File: config.mk
export PLATFORM = sky130hd
export DESIGN_NAME = branch_pred_ctrl
export DESIGN_NICKNAME = d
export VERILOG_FILES = /design/src/rtl/branch_pred_pkg.sv /design/src/rtl/branch_upd_fifo.sv /design/src/rtl/branch_pred_ctrl.sv
export SDC_FILE = /design/constraint.sdc
export NUM_CORES = 1
export LEC_CHECK = 0
export ABC_AREA = 0
export CAP_MARGIN = 20
export CELL_PAD_IN_SITES_DETAIL_PLACEMENT = 1
export CELL_PAD_IN_SITES_GLOBAL_PLACEMENT = 1
export CORE_MARGIN = 3
export CORE_UTILIZATION = 45
export DETAILED_ROUTE_END_ITERATION = 8
export DONT_BUFFER_PORTS = 1
export GPL_ROUTABILITY_DRIVEN = 0
export GPL_TIMING_DRIVEN = 0
export PLACE_DENSITY = 0.77
export SLEW_MARGIN = 20
export SYNTH_ARGS = -nofsm -noshare
export SYNTH_HDL_FRONTEND = slang
export SYNTH_HIERARCHICAL = 1
export SYNTH_SLANG_ARGS = --single-unit
File: constraint.sdc
create_clock -name clock -period 7.3 [get_ports clock]
set_input_delay 1.095 -clock clock [delete_from_list [all_inputs] [get_ports clock]]
set_output_delay 1.095 -clock clock [all_outputs]
set_load 0.01 [all_outputs]
File: src/rtl/branch_pred_pkg.sv
// ============================================================================
//  branch_pred_pkg : shared types and constants for the branch predictor
//  Revision: 1.0
// ============================================================================
`default_nettype none

package branch_pred_pkg;

    localparam int CTR_W = 2;

    localparam logic [CTR_W-1:0] SNT = 2'b00;
    localparam logic [CTR_W-1:0] WNT = 2'b01;
    localparam logic [CTR_W-1:0] WT  = 2'b10;
    localparam logic [CTR_W-1:0] ST  = 2'b11;

    // Upper bound on the table index width carried in an update entry.
    localparam int MAX_IDX_W = 16;

    typedef enum logic {
        INIT = 1'b0,
        RUN  = 1'b1
    } state_e;

    typedef struct packed {
        logic [MAX_IDX_W-1:0] idx;
        logic                 taken;
    } upd_entry_t;

    function automatic logic [CTR_W-1:0] ctr_next(input logic [CTR_W-1:0] ctr,
                                                  input logic             taken);
        if (taken) begin
            return (ctr == ST) ? ST : ctr + CTR_W'(1);
        end
        return (ctr == SNT) ? SNT : ctr - CTR_W'(1);
    endfunction

endpackage

`default_nettype wire

File: src/rtl/branch_upd_fifo.sv
// ============================================================================
//  branch_upd_fifo : DEPTH-entry FIFO of resolved-branch updates with count
//  Revision: 1.0
// ============================================================================
`default_nettype none

module branch_upd_fifo
    import branch_pred_pkg::*;
#(
    parameter int DEPTH = 4
) (
    input  logic                     clock,
    input  logic                     rst,
    input  logic                     push_i,
    input  upd_entry_t               push_data_i,
    input  logic                     pop_i,
    output upd_entry_t               pop_data_o,
    output logic [$clog2(DEPTH):0]   count_o,
    output logic                     full_o,
    output logic                     empty_o
);

    localparam int PTR_W = $clog2(DEPTH);

    upd_entry_t         mem_q [DEPTH];
    logic [PTR_W-1:0]   wr_ptr_q;
    logic [PTR_W-1:0]   rd_ptr_q;
    logic [PTR_W:0]     count_q;
    logic [PTR_W:0]     w_inc;
    logic [PTR_W:0]     w_dec;

    assign w_inc = {{PTR_W{1'b0}}, push_i};
    assign w_dec = {{PTR_W{1'b0}}, pop_i};

    // Pointers wrap naturally because DEPTH is a power of two.
    always_ff @(posedge clock) begin
        if (rst) begin
            wr_ptr_q <= '0;
            rd_ptr_q <= '0;
            count_q  <= '0;
        end else begin
            if (push_i) wr_ptr_q <= wr_ptr_q + PTR_W'(1);
            if (pop_i)  rd_ptr_q <= rd_ptr_q + PTR_W'(1);
            count_q <= count_q + w_inc - w_dec;
        end
    end

    always_ff @(posedge clock) begin
        if (!rst && push_i) mem_q[wr_ptr_q] <= push_data_i;
    end

    assign pop_data_o = mem_q[rd_ptr_q];
    assign count_o    = count_q;
    assign full_o     = (count_q == (PTR_W+1)'(DEPTH));
    assign empty_o    = (count_q == '0);

endmodule

`default_nettype wire

File: src/rtl/branch_pred_ctrl.sv
// ============================================================================
//  branch_pred_ctrl : 2-bit counter PHT controller arbitrating lookups/updates
//  Optional gshare indexing: define BRANCH_PRED_GSHARE_EN.   Revision: 1.0
// ============================================================================
`default_nettype none

module branch_pred_ctrl
    import branch_pred_pkg::*;
#(
    parameter int PC_W  = 32,
    parameter int IDX_W = 6,
    parameter int DEPTH = 4
) (
    input  logic                    clock,
    input  logic                    rst,
    input  logic                    lk_valid,
    input  logic [PC_W-1:0]         lk_pc,
    output logic                    lk_ready,
    output logic                    pred_valid,
    output logic                    pred_taken,
    output logic [IDX_W-1:0]        pred_idx,
    input  logic                    upd_valid,
    input  logic [PC_W-1:0]         upd_pc,
    input  logic                    upd_taken,
    output logic                    upd_ready,
    output logic [$clog2(DEPTH):0]  upd_count,
    output logic                    init_busy
);

    localparam int ENTRIES = 2**IDX_W;

    state_e             state_q, state_d;
    logic [IDX_W-1:0]   init_ptr_q, init_ptr_d;
    logic [CTR_W-1:0]   table_q [ENTRIES];
    logic               pred_valid_q, pred_taken_q;
    logic [IDX_W-1:0]   pred_idx_q;

    logic [IDX_W-1:0]   w_hist;
    logic [IDX_W-1:0]   w_lk_idx, w_upd_idx, w_head_idx, w_tbl_idx;
    logic [CTR_W-1:0]   w_tbl_wdata;
    logic               w_tbl_we, w_lk_fire, w_push, w_pop, w_full, w_empty;
    upd_entry_t         w_push_entry, w_head;
    logic               w_unused_bits;

`ifdef BRANCH_PRED_GSHARE_EN
    logic [IDX_W-1:0]   ghr_q;

    // History survives INIT; only rst clears it.
    always_ff @(posedge clock) begin
        if (rst)         ghr_q <= '0;
        else if (w_push) ghr_q <= {ghr_q[IDX_W-2:0], upd_taken};
    end
    assign w_hist = ghr_q;
`else
    assign w_hist = '0;
`endif

    assign w_lk_idx   = lk_pc[IDX_W+1:2] ^ w_hist;
    assign w_upd_idx  = upd_pc[IDX_W+1:2] ^ w_hist;
    assign w_head_idx = w_head.idx[IDX_W-1:0];
    assign w_push     = upd_valid && upd_ready;

    assign w_push_entry.idx   = MAX_IDX_W'(w_upd_idx);
    assign w_push_entry.taken = upd_taken;

    assign w_unused_bits = ^{lk_pc[PC_W-1:IDX_W+2], lk_pc[1:0],
                             upd_pc[PC_W-1:IDX_W+2], upd_pc[1:0],
                             w_head.idx[MAX_IDX_W-1:IDX_W]};

    branch_upd_fifo #(
        .DEPTH       (DEPTH)
    ) u_fifo (
        .clock       (clock),
        .rst         (rst),
        .push_i      (w_push),
        .push_data_i (w_push_entry),
        .pop_i       (w_pop),
        .pop_data_o  (w_head),
        .count_o     (upd_count),
        .full_o      (w_full),
        .empty_o     (w_empty)
    );

    always_comb begin
        state_d     = state_q;
        init_ptr_d  = init_ptr_q;
        lk_ready    = 1'b0;
        upd_ready   = 1'b0;
        init_busy   = 1'b0;
        w_lk_fire   = 1'b0;
        w_pop       = 1'b0;
        w_tbl_we    = 1'b0;
        w_tbl_idx   = init_ptr_q;
        w_tbl_wdata = SNT;
        case (state_q)
            INIT: begin
                init_busy  = 1'b1;
                w_tbl_we   = 1'b1;
                init_ptr_d = init_ptr_q + IDX_W'(1);
                if (&init_ptr_q) state_d = RUN;
            end
            RUN: begin
                lk_ready  = !w_full;
                upd_ready = !w_full;
                w_lk_fire = lk_valid && !w_full;
                // A full FIFO drains ahead of lookups so updates cannot starve.
                w_pop     = w_full || (!lk_valid && !w_empty);
                if (w_pop) begin
                    w_tbl_we    = 1'b1;
                    w_tbl_idx   = w_head_idx;
                    w_tbl_wdata = ctr_next(table_q[w_head_idx], w_head.taken);
                end
            end
            default: state_d = INIT;
        endcase
    end

    always_ff @(posedge clock) begin
        if (rst) begin
            state_q      <= INIT;
            init_ptr_q   <= '0;
            pred_valid_q <= 1'b0;
            pred_taken_q <= 1'b0;
            pred_idx_q   <= '0;
        end else begin
            state_q      <= state_d;
            init_ptr_q   <= init_ptr_d;
            pred_valid_q <= w_lk_fire;
            if (w_lk_fire) begin
                pred_taken_q <= table_q[w_lk_idx][1];
                pred_idx_q   <= w_lk_idx;
            end
        end
    end

    always_ff @(posedge clock) begin
        if (!rst && w_tbl_we) table_q[w_tbl_idx] <= w_tbl_wdata;
    end

    assign pred_valid = pred_valid_q;
    assign pred_taken = pred_taken_q;
    assign pred_idx   = pred_idx_q;

endmodule

`default_nettype wire

==> impl_results.md <==
- Status: finished, final reports clean
- Pleak: between 2 and 3 nW
- Worst R2R Path Depth: 11
- Mapped cell area: just over 8000 sq um
- Drt first-iter violations: around 440
- Worst setup path end: table_q[45][0]
- GRT Residual Overflow: 0
- Port Buffers: 0
- Slowest cell on the critical path: mux4_1
- Sw Ratio: 0.216
- Worst Path Buf+Inv: 4
- Clock network power share: 0.447
- CTS resizes: 0
- TNS Setup: 0 ns
- Critical Path, Cell by Cell: buf_6, mux4_1, clkbuf_1, mux4_2, mux2i_1, a311oi_1, a211o_1, maj3_1, nor2_4, buf_16, buf_16
- Post-CTS Setup Inserts: 0
- Max-cap violation count: 0
- FF-to-FF setup slack: ~3.1 ns
- Starting density of the core: 0.463
- Post-layout instance area: between 9000 and 10000 sq um
- Worst r2r dst: table_q[45][0]
- Post-DP HPWL: 14.4 mm
- Max Freq: 239 MHz
- Critical Path AT: 4.47 ns
- Fin. max-slew vios: 0
- Comb pwr share: 0.021
- Final Hold Fails: 0
- P_int: ~1.6 mW
- Total Die Area: just under 20000 sq um
- Number of global-route vias before repair: about 5200
- Setup crit end kind: flip-flop
- Mapped Cells: between 500 and 600
- Final period util: 0.572
- Worst hold path class: reg -> reg
- Final setup viols: 0
- Reg power frac: 0.532
- Initial antenna violation count: 0
- Die width: 140 um
- Inserted Diodes: 0
- Cell Pwr Density: between 200 and 250 nW/um^2
- Clk buf depth: 2
- CP max stage delay: about 0.66 ns
- Worst path depth: 11
- Share of cells above drive strength 1: 0.178
- Peak supply drop: 0.279 mV
- CORE AREA: about 17000 sq um
- Vias per cell: around 6.2
- Residual DRC: 0
- CTS Buf Count: 17
- CP delay by family, top: multiplexers
- Vias: a little under 5000
- First-pass GRT wire length: between 30 and 40 mm
- Nets@finish: ~620
- Worst-skew pair later-pin latency: approximately 0.44 ns
- Total routed wirelength: approximately 21 mm
- Post-synthesis net count: 594
- Crit path kind: reg -> reg
- Pin count of the biggest net entering global routing: 34
- IO Pins: 83
- Clk sink count: 180
- Worst Setup Start Kind: flip-flop
- Worst Max-Slew Pin Slew: between 0.8 and 0.9 ns
- Tot GR Track Use: 0.222
- Top cell by count, worst path: buf_16
- Worst Path Required: around 7.6 ns
- CTS tree: yes
- Yosys Warn Count: 6
- Hold-fix buffers, CTS: 0
- Syn-to-layout area delta: 12.1%
- Die Ht: around 140 um
- Clock skew: slightly below 0.008 ns
- Clk slew on worst S/H paths: approximately 0.07 ns
- Post-route minimum period: approximately 4.2 ns
- Placed Instance Area: between 8000 and 9000 sq um
- Syn Area/Cell: approximately 16 sq um
- H-tree level count: 4
- CP max FO: 24
- DR WL/cell: 27.1 um
- Slew headroom: 0.416
- Site row count: 48
- Antenna Nets Post-Route: 0
- Clk root buf: clkbuf_16
- RSZ-0062 raised after global routing: no
- Net switching power: 0.452 mW
- Drt pass-1 iters: 4
## worst min-delay path, delay by kind of cell, from the launching register on
family           cells  cell delay (ns)
flip-flops           1             0.35
AND/OR/NAND/NOR      1             0.07
AO/OA/AOI/OAI        1             0.06
## cell usage in the layout (no fill, tap or decap), drive strengths merged, types with 3 or more instances in the layout
cell type    n
nand3b       5
nor2b        7
xnor2        3
nor2        91
nand2b      10
a21oi       10
nand3       14
a311oi       3
nand2       30
nor3         6
clkinvlp     5
and2         5
edfxtp     156
o21ai        6
o31ai        5
o22ai        6
mux2i        5
clkbuf      36
mux4        60
buf         16
dfxtp       24
ha           7
clkinv       3
inv         14
## layout make-up
class / instances / area [sq um]
plain buffers: 32 / 186
clock buffers: 17 / 425
clock inverters: 15 / 173
fillers: 1655 / 8410
inverters: 9 / 33.8
multi-input cells: 296 / 2720
flip-flops and latches: 180 / 5160
well taps: 225 / 282
repair buffers: 3 / 82.6
## power by group through the flow
stage          clock, mW  combinational, mW  sequential [mW]
2_1_floorplan          0             0.0292             1.13
3_3_place_gp           0             0.0422             1.13
3_5_place_dp           0             0.0431             1.13
4_1_cts            0.942             0.0436             1.11
5_1_grt            0.982             0.0461             1.11
6_report           0.934             0.0438             1.11
## layer usage
| metal | share of wire | global-route usage | vias to the layer above |
|---|---|---|---|
| met5 | 0 | 0 | - |
| li1 | - | - | 2054 |
| met4 | 0.019 | 0.0729 | 0 |
| met1 | 0.39 | 0.286 | 2544 |
| met3 | 0.061 | 0.0437 | 30 |
| met2 | 0.53 | 0.382 | 206 |
## metrics by stage
stage	setup slack, ns	util	total power [mW]	std cells	hold slack (ns)
after detailed placement	3.19	0.485	1.18	745	0.508
after CTS	3.11	0.519	2.10	777	0.518
after global placement	0.958	0.479	1.18	742	0.497
final	3.12	0.519	2.09	777	0.516
after global routing	2.92	0.519	2.14	777	0.548
after floorplan	2.64	-	1.16	517	0.481
## flip-flops by register name (all words and copies together) (netlist names), named ones only
| signal | cells |
|---|---|
| u_fifo/mem_q | 28 |
| u_fifo/count_o | 3 |
| pred_valid | 1 |
| state_q | 1 |
| table_q | 128 |
| u_fifo/rd_ptr_q | 2 |
| pred_taken | 1 |
| pred_idx | 6 |
| init_ptr_q | 6 |
| u_fifo/wr_ptr_q | 2 |
## worst min path at each step
stage | start | endpoint | slack [ns] | cells past startpoint
after floorplan | pred_idx[0] | pred_idx[0] | 0.48 | 2
after global placement | pred_idx[1] | pred_idx[1] | 0.50 | 2
after detailed placement | pred_idx[1] | pred_idx[1] | 0.51 | 2
after CTS | pred_idx[1] | pred_idx[1] | 0.52 | 2
after global routing | pred_idx[3] | pred_idx[3] | 0.55 | 2
final | pred_idx[1] | pred_idx[1] | 0.52 | 2
No activity file was read; power rests on OpenSTA's default activity.
